### config.mk
export PLATFORM = sky130hd
export DESIGN_NAME = keypad_debounce_flat
export DESIGN_NICKNAME = d
export VERILOG_FILES = /design/src/rtl/keypad_debounce_if.sv /design/src/rtl/keypad_debounce.sv /design/src/flat_wrapper.sv
export SDC_FILE = /design/constraint.sdc
export NUM_CORES = 1
export LEC_CHECK = 0
export ABC_AREA = 0
export ABC_CLOCK_PERIOD_IN_PS = 2830
export CAP_MARGIN = 20
export CELL_PAD_IN_SITES_DETAIL_PLACEMENT = 0
export CELL_PAD_IN_SITES_GLOBAL_PLACEMENT = 1
export CORE_MARGIN = 2
export CORE_UTILIZATION = 44
export CTS_CLUSTER_SIZE = 20
export DETAILED_ROUTE_END_ITERATION = 7
export PLACE_DENSITY = 0.82
export SETUP_SLACK_MARGIN = 0.15
export SYNTH_ARGS = -nofsm -noshare
export SYNTH_HDL_FRONTEND = slang
export SYNTH_SLANG_ARGS = --single-unit
export TNS_END_PERCENT = 1
### constraint.sdc
create_clock -name clk -period 2.83 [get_ports clk]
set_input_delay 0.566 -clock clk [delete_from_list [all_inputs] [get_ports clk]]
set_output_delay 0.566 -clock clk [all_outputs]
set_load 0.03 [all_outputs]
### src/rtl/keypad_debounce_if.sv
// Signal bundle between the keypad scanner side and the debounced key-code consumer.
// The master drives the raw scan sample; the slave (the debouncer) returns the accepted key state.
interface keypad_debounce_if;
    logic [3:0] rows;
    logic [3:0] cols;
    logic       press;
    logic [3:0] key;
    logic       new_key;
    logic [3:0] digit0;
    logic [3:0] digit1;
    logic       held;

    modport master (
        output rows, cols, press,
        input  key, new_key, digit0, digit1, held
    );

    modport slave (
        input  rows, cols, press,
        output key, new_key, digit0, digit1, held
    );
endinterface

### src/rtl/keypad_debounce.sv
// Debounces the keypad scan sample into one registered hex key code per press,
// keeping the last two accepted keys as a two-digit history.
module keypad_debounce #(
    parameter int DEBOUNCE_CYCLES = 50000
) (
    input  logic              clk,
    input  logic              reset,
    keypad_debounce_if.slave  kp
);

    localparam int CW = $clog2(DEBOUNCE_CYCLES) + 1;
    localparam logic [CW-1:0] CNT_ONE  = CW'(1);
    localparam logic [CW-1:0] CNT_LAST = CW'(DEBOUNCE_CYCLES - 1);

    typedef enum logic [1:0] {
        IDLE,
        DEBOUNCE,
        HELD,
        RELEASE
    } state_t;

    state_t        state_q, state_d;
    logic [CW-1:0] cnt_q, cnt_d;
    logic [3:0]    cand_q, cand_d;
    logic [3:0]    key_q, key_d;
    logic [3:0]    digit0_q, digit0_d;
    logic [3:0]    digit1_q, digit1_d;
    logic          newKey_q, newKey_d;
    logic          held_q, held_d;

    logic          sampleValid;
    logic [3:0]    sampleCode;

    function automatic logic isOneHot(input logic [3:0] v);
        return (v != 4'd0) && ((v & (v - 4'd1)) == 4'd0);
    endfunction

    function automatic logic [1:0] bitIndex(input logic [3:0] v);
        case (v)
            4'b0010: return 2'd1;
            4'b0100: return 2'd2;
            4'b1000: return 2'd3;
            default: return 2'd0;
        endcase
    endfunction

    // Keypad legend: rows of 1-2-3-A, 4-5-6-B, 7-8-9-C, E-0-F-D
    function automatic logic [3:0] keyCode(input logic [1:0] r, input logic [1:0] c);
        case ({r, c})
            4'b00_00: return 4'h1;
            4'b00_01: return 4'h2;
            4'b00_10: return 4'h3;
            4'b00_11: return 4'hA;
            4'b01_00: return 4'h4;
            4'b01_01: return 4'h5;
            4'b01_10: return 4'h6;
            4'b01_11: return 4'hB;
            4'b10_00: return 4'h7;
            4'b10_01: return 4'h8;
            4'b10_10: return 4'h9;
            4'b10_11: return 4'hC;
            4'b11_00: return 4'hE;
            4'b11_01: return 4'h0;
            4'b11_10: return 4'hF;
            default:  return 4'hD;
        endcase
    endfunction

    assign sampleValid = kp.press && isOneHot(kp.rows) && isOneHot(kp.cols);
    assign sampleCode  = keyCode(bitIndex(kp.rows), bitIndex(kp.cols));

    always_ff @(posedge clk or negedge reset) begin
        if (!reset) begin
            state_q  <= IDLE;
            cnt_q    <= '0;
            cand_q   <= 4'd0;
            key_q    <= 4'd0;
            digit0_q <= 4'd0;
            digit1_q <= 4'd0;
            newKey_q <= 1'b0;
            held_q   <= 1'b0;
        end else begin
            state_q  <= state_d;
            cnt_q    <= cnt_d;
            cand_q   <= cand_d;
            key_q    <= key_d;
            digit0_q <= digit0_d;
            digit1_q <= digit1_d;
            newKey_q <= newKey_d;
            held_q   <= held_d;
        end
    end

    // The same counter times both press acceptance and release; the states never overlap.
    always_comb begin
        state_d  = state_q;
        cnt_d    = cnt_q;
        cand_d   = cand_q;
        key_d    = key_q;
        digit0_d = digit0_q;
        digit1_d = digit1_q;
        newKey_d = 1'b0;

        case (state_q)
            IDLE: begin
                if (sampleValid) begin
                    cand_d  = sampleCode;
                    cnt_d   = CNT_ONE;
                    state_d = DEBOUNCE;
                end
            end
            DEBOUNCE: begin
                if (sampleValid && (sampleCode == cand_q)) begin
                    if (cnt_q == CNT_LAST) begin
                        state_d  = HELD;
                        key_d    = cand_q;
                        digit0_d = cand_q;
                        digit1_d = digit0_q;
                        newKey_d = 1'b1;
                    end else begin
                        cnt_d = cnt_q + CNT_ONE;
                    end
                end else begin
                    state_d = IDLE;
                end
            end
            HELD: begin
                if (!sampleValid) begin
                    cnt_d   = CNT_ONE;
                    state_d = RELEASE;
                end
            end
            RELEASE: begin
                if (sampleValid) begin
                    state_d = HELD;
                end else if (cnt_q == CNT_LAST) begin
                    state_d = IDLE;
                end else begin
                    cnt_d = cnt_q + CNT_ONE;
                end
            end
            default: begin
                state_d = IDLE;
            end
        endcase

        held_d = (state_d == HELD) || (state_d == RELEASE);
    end

    assign kp.key     = key_q;
    assign kp.new_key = newKey_q;
    assign kp.digit0  = digit0_q;
    assign kp.digit1  = digit1_q;
    assign kp.held    = held_q;

endmodule

### src/flat_wrapper.sv
// flat-port wrapper written by rule: the top's interface ports become plain ports
module keypad_debounce_flat 
#(
    parameter int DEBOUNCE_CYCLES = 50000
)
  (clk, reset, kp_rows, kp_cols, kp_press, kp_key, kp_new_key, kp_digit0, kp_digit1, kp_held);
  keypad_debounce_if kp_i ();
  input  logic clk;
  input  logic reset;
  input wire logic [$bits(kp_i.rows)-1:0] kp_rows;
  input wire logic [$bits(kp_i.cols)-1:0] kp_cols;
  input wire logic [$bits(kp_i.press)-1:0] kp_press;
  output wire logic [$bits(kp_i.key)-1:0] kp_key;
  output wire logic [$bits(kp_i.new_key)-1:0] kp_new_key;
  output wire logic [$bits(kp_i.digit0)-1:0] kp_digit0;
  output wire logic [$bits(kp_i.digit1)-1:0] kp_digit1;
  output wire logic [$bits(kp_i.held)-1:0] kp_held;
  assign kp_i.rows = kp_rows;
  assign kp_i.cols = kp_cols;
  assign kp_i.press = kp_press;
  assign kp_key = kp_i.key;
  assign kp_new_key = kp_i.new_key;
  assign kp_digit0 = kp_i.digit0;
  assign kp_digit1 = kp_i.digit1;
  assign kp_held = kp_i.held;
  keypad_debounce #(.DEBOUNCE_CYCLES(DEBOUNCE_CYCLES)) u_core (.clk(clk), .reset(reset), .kp(kp_i));
endmodule
== Word level (Yosys, flattened, before mapping) ==
Memory sizes are Yosys's and may differ from the RTL's.
Cells that the tools add are included.
Widths: inputs -> output; s select.
Operators by class
  add/sub/neg operators: 3
  $mul: 0
  divide/modulo/power cells: 0
  order comparisons: 0
  equal/unequal tests: 17
  shift-type cells: 0
  muxes and demuxes: 18
  bitwise logic cells: 2
  reductions and logical operators: 14
Operators with widths (count)
  $mux 17: 5
  $pmux 17 s4: 1
  $add 17x1->17 const B: 1
  $eq 17x16->1 const B: 1
  $mux 2: 6
  $pmux 2 s3: 2
  $and 4x4->4: 2
  $eq 2x2->1 const B: 4
  $eq 4x2->1 const B: 2
  $eq 4x3->1 const B: 2
  $eq 4x4->1 const B: 2
  $logic_not 4->1: 2
  $pmux 2 s4: 1
  $reduce_bool 4->1: 2
  $sub 4x1->4 const B: 2
  $logic_and 1x1->1: 5
  $eq 4x4->1: 1
  $ne 2x1->1 const B: 2
  $ne 2x2->1 const B: 2
  $reduce_and 4->1: 1
  $mux 1: 3
  $reduce_and 3->1: 1
  $eq 2x1->1 const B: 1
  $logic_not 2->1: 1
  other kinds (2): 2
Storage, ports and cells
  flip-flop bits (word level): 33
  bits in latches: 0
  RAM bits: 0
  memory bits (read-only): 64
  input bits: 11
  logic and storage cells: 62
  memories kept: 1
Memories
  (name not given): words 16, width 4, rd ports 1, clocked after memory_dff 0, wr ports 0, line keypad_debounce.sv:49  | case ({r, c})

== Depth between registers and ports, before layout ==
  depth after elaboration: 11
  mapped depth: 12
  mapped depth without buffers: 11

== Worst setup path before layout ==
OpenSTA, ideal clock, no wires.
  path kind: input to register
  start: in kp_cols[3]
  end: reg u_core.digit1_q[1] (netlist: u_core.kp.digit1[1])
  arrival time: 2971 ps
  data required time: 2702 ps
  slack: -269 ps
  stages on the path: 11
  buffers on the path: 2
  cells stage by stage: buf_2 xor2_1 nand2_1 ha_1 nor3_1 or4_1 nand4_1 or2_1 a2111o_1 buf_2 mux2_1
Between the ends
  word-level cells in the longest chain between the ends: 7
Ends and longest elaborated chain
  start, declared: line flat_wrapper.sv:11  | input wire logic [$bits(kp_i.cols)-1:0] kp_cols;
  parallel branches: the longest is 5 deep, another holds $mem_v2 16x4
  $logic_and 1x1->1 *: line keypad_debounce.sv:113  | if (sampleValid && (sampleCode == cand_q)) begin
  $reduce_and 3->1 (no source line) *
  end signal, assigned: line keypad_debounce.sv:88  | digit1_q <= digit1_d;
  end, declared: line keypad_debounce.sv:27  | logic [3:0] digit1_q, digit1_d;
Mark *: on every way between the ends.
A chain may end at the register's enable or synchronous reset.

== Worst setup path after layout ==
  start: in kp_rows[0]
  end: reg u_core.cnt_q[4]
Between the ends
  word-level cells in the longest chain between the ends: 9
Ends and longest elaborated chain
  start, declared: line flat_wrapper.sv:10  | input wire logic [$bits(kp_i.rows)-1:0] kp_rows;
  parallel branches: the longest is 8 deep, another holds $mem_v2 16x4
  $reduce_and 4->1 (no source line) *
  end signal, assigned: line keypad_debounce.sv:84  | cnt_q <= cnt_d;
  end, declared: line keypad_debounce.sv:23  | logic [CW-1:0] cnt_q, cnt_d;
Marked as above.

==> summary.md <==
| Metric | Value |
|---|---|
| Placed cell count | `402` |
| Slowest stage delay, CP | `350 ps` |
| Post-Syn Instances | `277` |
| Syn Std Cell Area | `2449 sq um` |
| Combinational power share | `27.3%` |
| Pwr/cell area | `361.4 nW/um^2` |
| Clock-pin transition on the worst setup and hold timing paths | `80 ps` |
| Total GRT Usage | `21.95%` |
| Crit start category | `primary input` |
| Number of buffers created by CTS | `5` |
| Master of the slowest instance on the critical path | `nor2_1` |
| Final Wtd Congestion | `0.9029` |
| Max-cap violation count | `0` |
| Clock Sinks | `33` |
| Sw Share | `32.60%` |
| Root Driver | `clkbuf_8` |
| Global Route met2 Usage | `36.75%` |
| Sw Pwr | `0.4149 mW` |
| Top post-synthesis cells by count | `dfrtp_1 (33), nand2_1 (31), nand3_1 (15), nor2_1 (14)` |
| Max_slew headroom | `69.20%` |
| RSZ-0062 raised after global routing | `true` |
| TritonCTS clock tree | `done` |
| Async SR Flop Fraction | `100.0%` |
| Sequential share of the synthesized area | `33.73%` |
| Via-per-instance ratio | `5.671` |
| DP Wirelength | `4582 um` |
| Status | `finished, final reports clean` |
| Post-synth EDFFs | `0` |
| Top-count cell post-synth | `dfrtp_1` |
| DR vias | `2410` |
| Post-Route WL | `6652 um` |
| Worst Tran Pin Value | `460.5 ps` |
| Largest net degree at the start of global routing | `34` |
| Hold/Removal Path Class | `register to register` |
| Ys flop type | `dfrtp_1` |
| Chip width | `78.60 um` |
| IO Pins | `25` |
| First-pass GRT wire length | `10730 um` |
| Clock power share | `27.3%` |
| Vias in the first global route | `2290` |
| Fin. max-slew vios | `0` |
| H-tree Lvls | `2` |
| GRT Residual Overflow | `0` |
| Detail Route Antenna Nets | `0` |
| Cell-internal power | `0.8580 mW` |
| Clk Latency, worst-skew pair | `290 ps` |
| Ys Warns | `0` |
| Initial core utilization | `45.02%` |
| Average routed wire per standard cell | `15.65 um` |
| Met3 Track Usage GR | `2.759%` |
| Delay-heaviest family, CP | `compound AO/OA/AOI/OAI gates` |
| Initial antenna violation count | `0` |
| Critical Path RT | `3010 ps` |
| Maximum clock frequency | `359.3 MHz` |
| Setup Skew | `12.19 ps` |
| Area grow syn2layout | `43.84%` |
| Bufs on Longest Clock Path | `2` |
| Largest cells by area after synthesis | `dfrtp_1 (34%), nand2_1 (4.8%), mux2_2 (3.2%)` |
| Tmin final | `2783 ps` |
| Crit-path cells | `buf_2, buf_4, nor2_1, a211oi_2, o31ai_1, buf_4, nand4b_4, a2111oi_4, buf_4, buf_4, o22ai_1, a32o_1` |
| Chip Height | `78.60 um` |
| Cell accounting for the most synthesized area | `dfrtp_1` |
| Endpoints failing hold | `0` |
| M1 GR Usage | `28.60%` |
| Register bit total from synthesis | `33` |
| Sequential share of power | `45.5%` |
| Setup_tns | `0 ps` |
| Synth Area per Inst | `8.840 sq um` |
| Worst setup EP type | `register` |
| I/O Buffers | `24` |
| Yosys top cell area share | `33.73%` |
| Ratio of cells with drive above 1 in the final layout | `38.81%` |
| Critical-path maximum fanout | `6` |
| Pre-Repair DR Iteration Count | `4` |
| Final period util | `98.35%` |
| CP Class | `primary input to register` |
| Synth cell types | `64` |
| Busiest grt layer | `met2` |
| Final hold slack | `501.0 ps` |
| Final setup violation count | `0` |
| ANT cells | `0` |
| Syn nets | `291` |
| Crit path DAT | `2960 ps` |
| Core area | `5439 sq um` |
| Cell mode on critical path | `buf_4` |
| Critical path buffer and inverter count | `5` |
| LEAKAGE | `1.557 nW` |
| Drt drc | `0` |
| Peak supply drop | `199.5 uV` |
| Non-filler cells, final | `425` |
| Hold_buf cts | `0` |
| Rows | `27` |
| Die area | `6178 sq um` |
| DRT iter0 DRCs | `129` |
| # nets final | `366` |
## per-layer routing
metal | vias up | routed length [um]
met4 | 0 | 175
li1 | 1188 | -
met3 | 16 | 189
met5 | - | 0
met2 | 46 | 3330
met1 | 1160 | 2956
## worst reg2reg max path: stages, from the launching register on
cell and delay [ps]:
dfrtp_1 410, ha_1 240, and3_1 210, buf_4 150, nor2b_1 170, nand4_1 170, nand4b_4 130, a2111oi_4 350
buf_4 210, buf_4 110, o22ai_1 90, a32o_1 240
## cells by family (layout without fill, tap and decap cells)
kind of cell / after synthesis / in the layout / synth area share, %
multiplexers: 13 / 13 / 5.825
AND/OR/NAND/NOR: 131 / 131 / 30.86
XOR/XNOR: 10 / 10 / 3.577
buffers and inverters: 29 / 105 / 5.927
AO/OA/AOI/OAI: 58 / 58 / 18.55
flip-flops: 33 / 33 / 33.73
adder cells (fa/ha/maj): 3 / 3 / 1.533
## metrics by stage
| step | area (sq um) | util (%) | worst slack, ps | power, mW |
|---|---|---|---|---|
| floorplan | 2489 | - | -69.64 | 0.7418 |
| global placement | 3070 | 56.45 | -565.1 | 0.8553 |
| detailed placement | 3070 | 56.45 | -651.1 | 0.8610 |
| CTS | 3333 | 61.28 | 133.1 | 1.244 |
| global route | 3522 | 64.76 | -52.65 | 1.348 |
| finish | 3522 | 64.76 | 46.76 | 1.273 |
## power groups by stage
stage / Clock [mW] / Combinational (mW) / Sequential [mW]
after floorplan: 0 / 0.190 / 0.552
after global placement: 0 / 0.271 / 0.584
after detailed placement: 0 / 0.279 / 0.582
after CTS: 0.359 / 0.310 / 0.575
after global routing: 0.378 / 0.383 / 0.587
final: 0.347 / 0.347 / 0.579
## registers in the layout, indices dropped and copies added (netlist names)
name               flops
u_core.cand_q          4
u_core.kp.new_key      1
u_core.cnt_q          17
u_core.kp.digit1       4
u_core.kp.key          4
u_core.kp.held         1
u_core.state_q         2
## cells in the final DEF, fill, tap and decap left out, drive strengths merged, types with 3 or more instances in the layout
cell	count
inv	8
mux2i	3
nand3	15
nor4	5
nor3	9
mux2	10
nand2	31
clkbuf	7
o221ai	3
a21oi	8
a211oi	3
a31o	5
or4	3
and3	6
a21o	3
nor3b	3
or2	6
buf	71
o21ai	8
xor2	6
and2	3
or4b	3
ha	3
nor4b	7
dfrtp	33
nand4	6
nor2	15
o211ai	7
or3	7
nand2b	4
xnor2	4
clkdlybuf4s50	16
## timing repair
action / 4_1_cts / 5_1_grt
setup buffers: 10 / 5
setup endpoints to repair: 29 / 24
pin swaps: 19 / 17
gates resized for setup: 58 / 27
## worst paths after layout
check / startpoint / end / slack (ps) / depth (start not counted)
min in group asynchronous: reset / u_core.cnt_q[11] / 660 / 2
hold / removal: u_core.kp.digit1[3] / u_core.kp.digit1[3] / 500 / 1
setup reg to reg: u_core.cnt_q[0] / u_core.cnt_q[4] / 240 / 11
setup / recovery: kp_rows[0] / u_core.cnt_q[4] / 50 / 12
max in group asynchronous: reset / u_core.cand_q[2] / 1840 / 2
hold reg to reg: u_core.kp.digit1[3] / u_core.kp.digit1[3] / 500 / 1
## final cells by class
cell class / instances / area, sq um
flip-flops and latches: 33 / 825.8
inverters: 8 / 30.03
multi-input cells: 215 / 1772
repair buffers: 89 / 718.2
clock inverters: 3 / 17.52
well taps: 72 / 90.09
fillers: 456 / 1917
clock buffers: 5 / 68.82
Note: power is estimated with default switching activity, not from simulation.
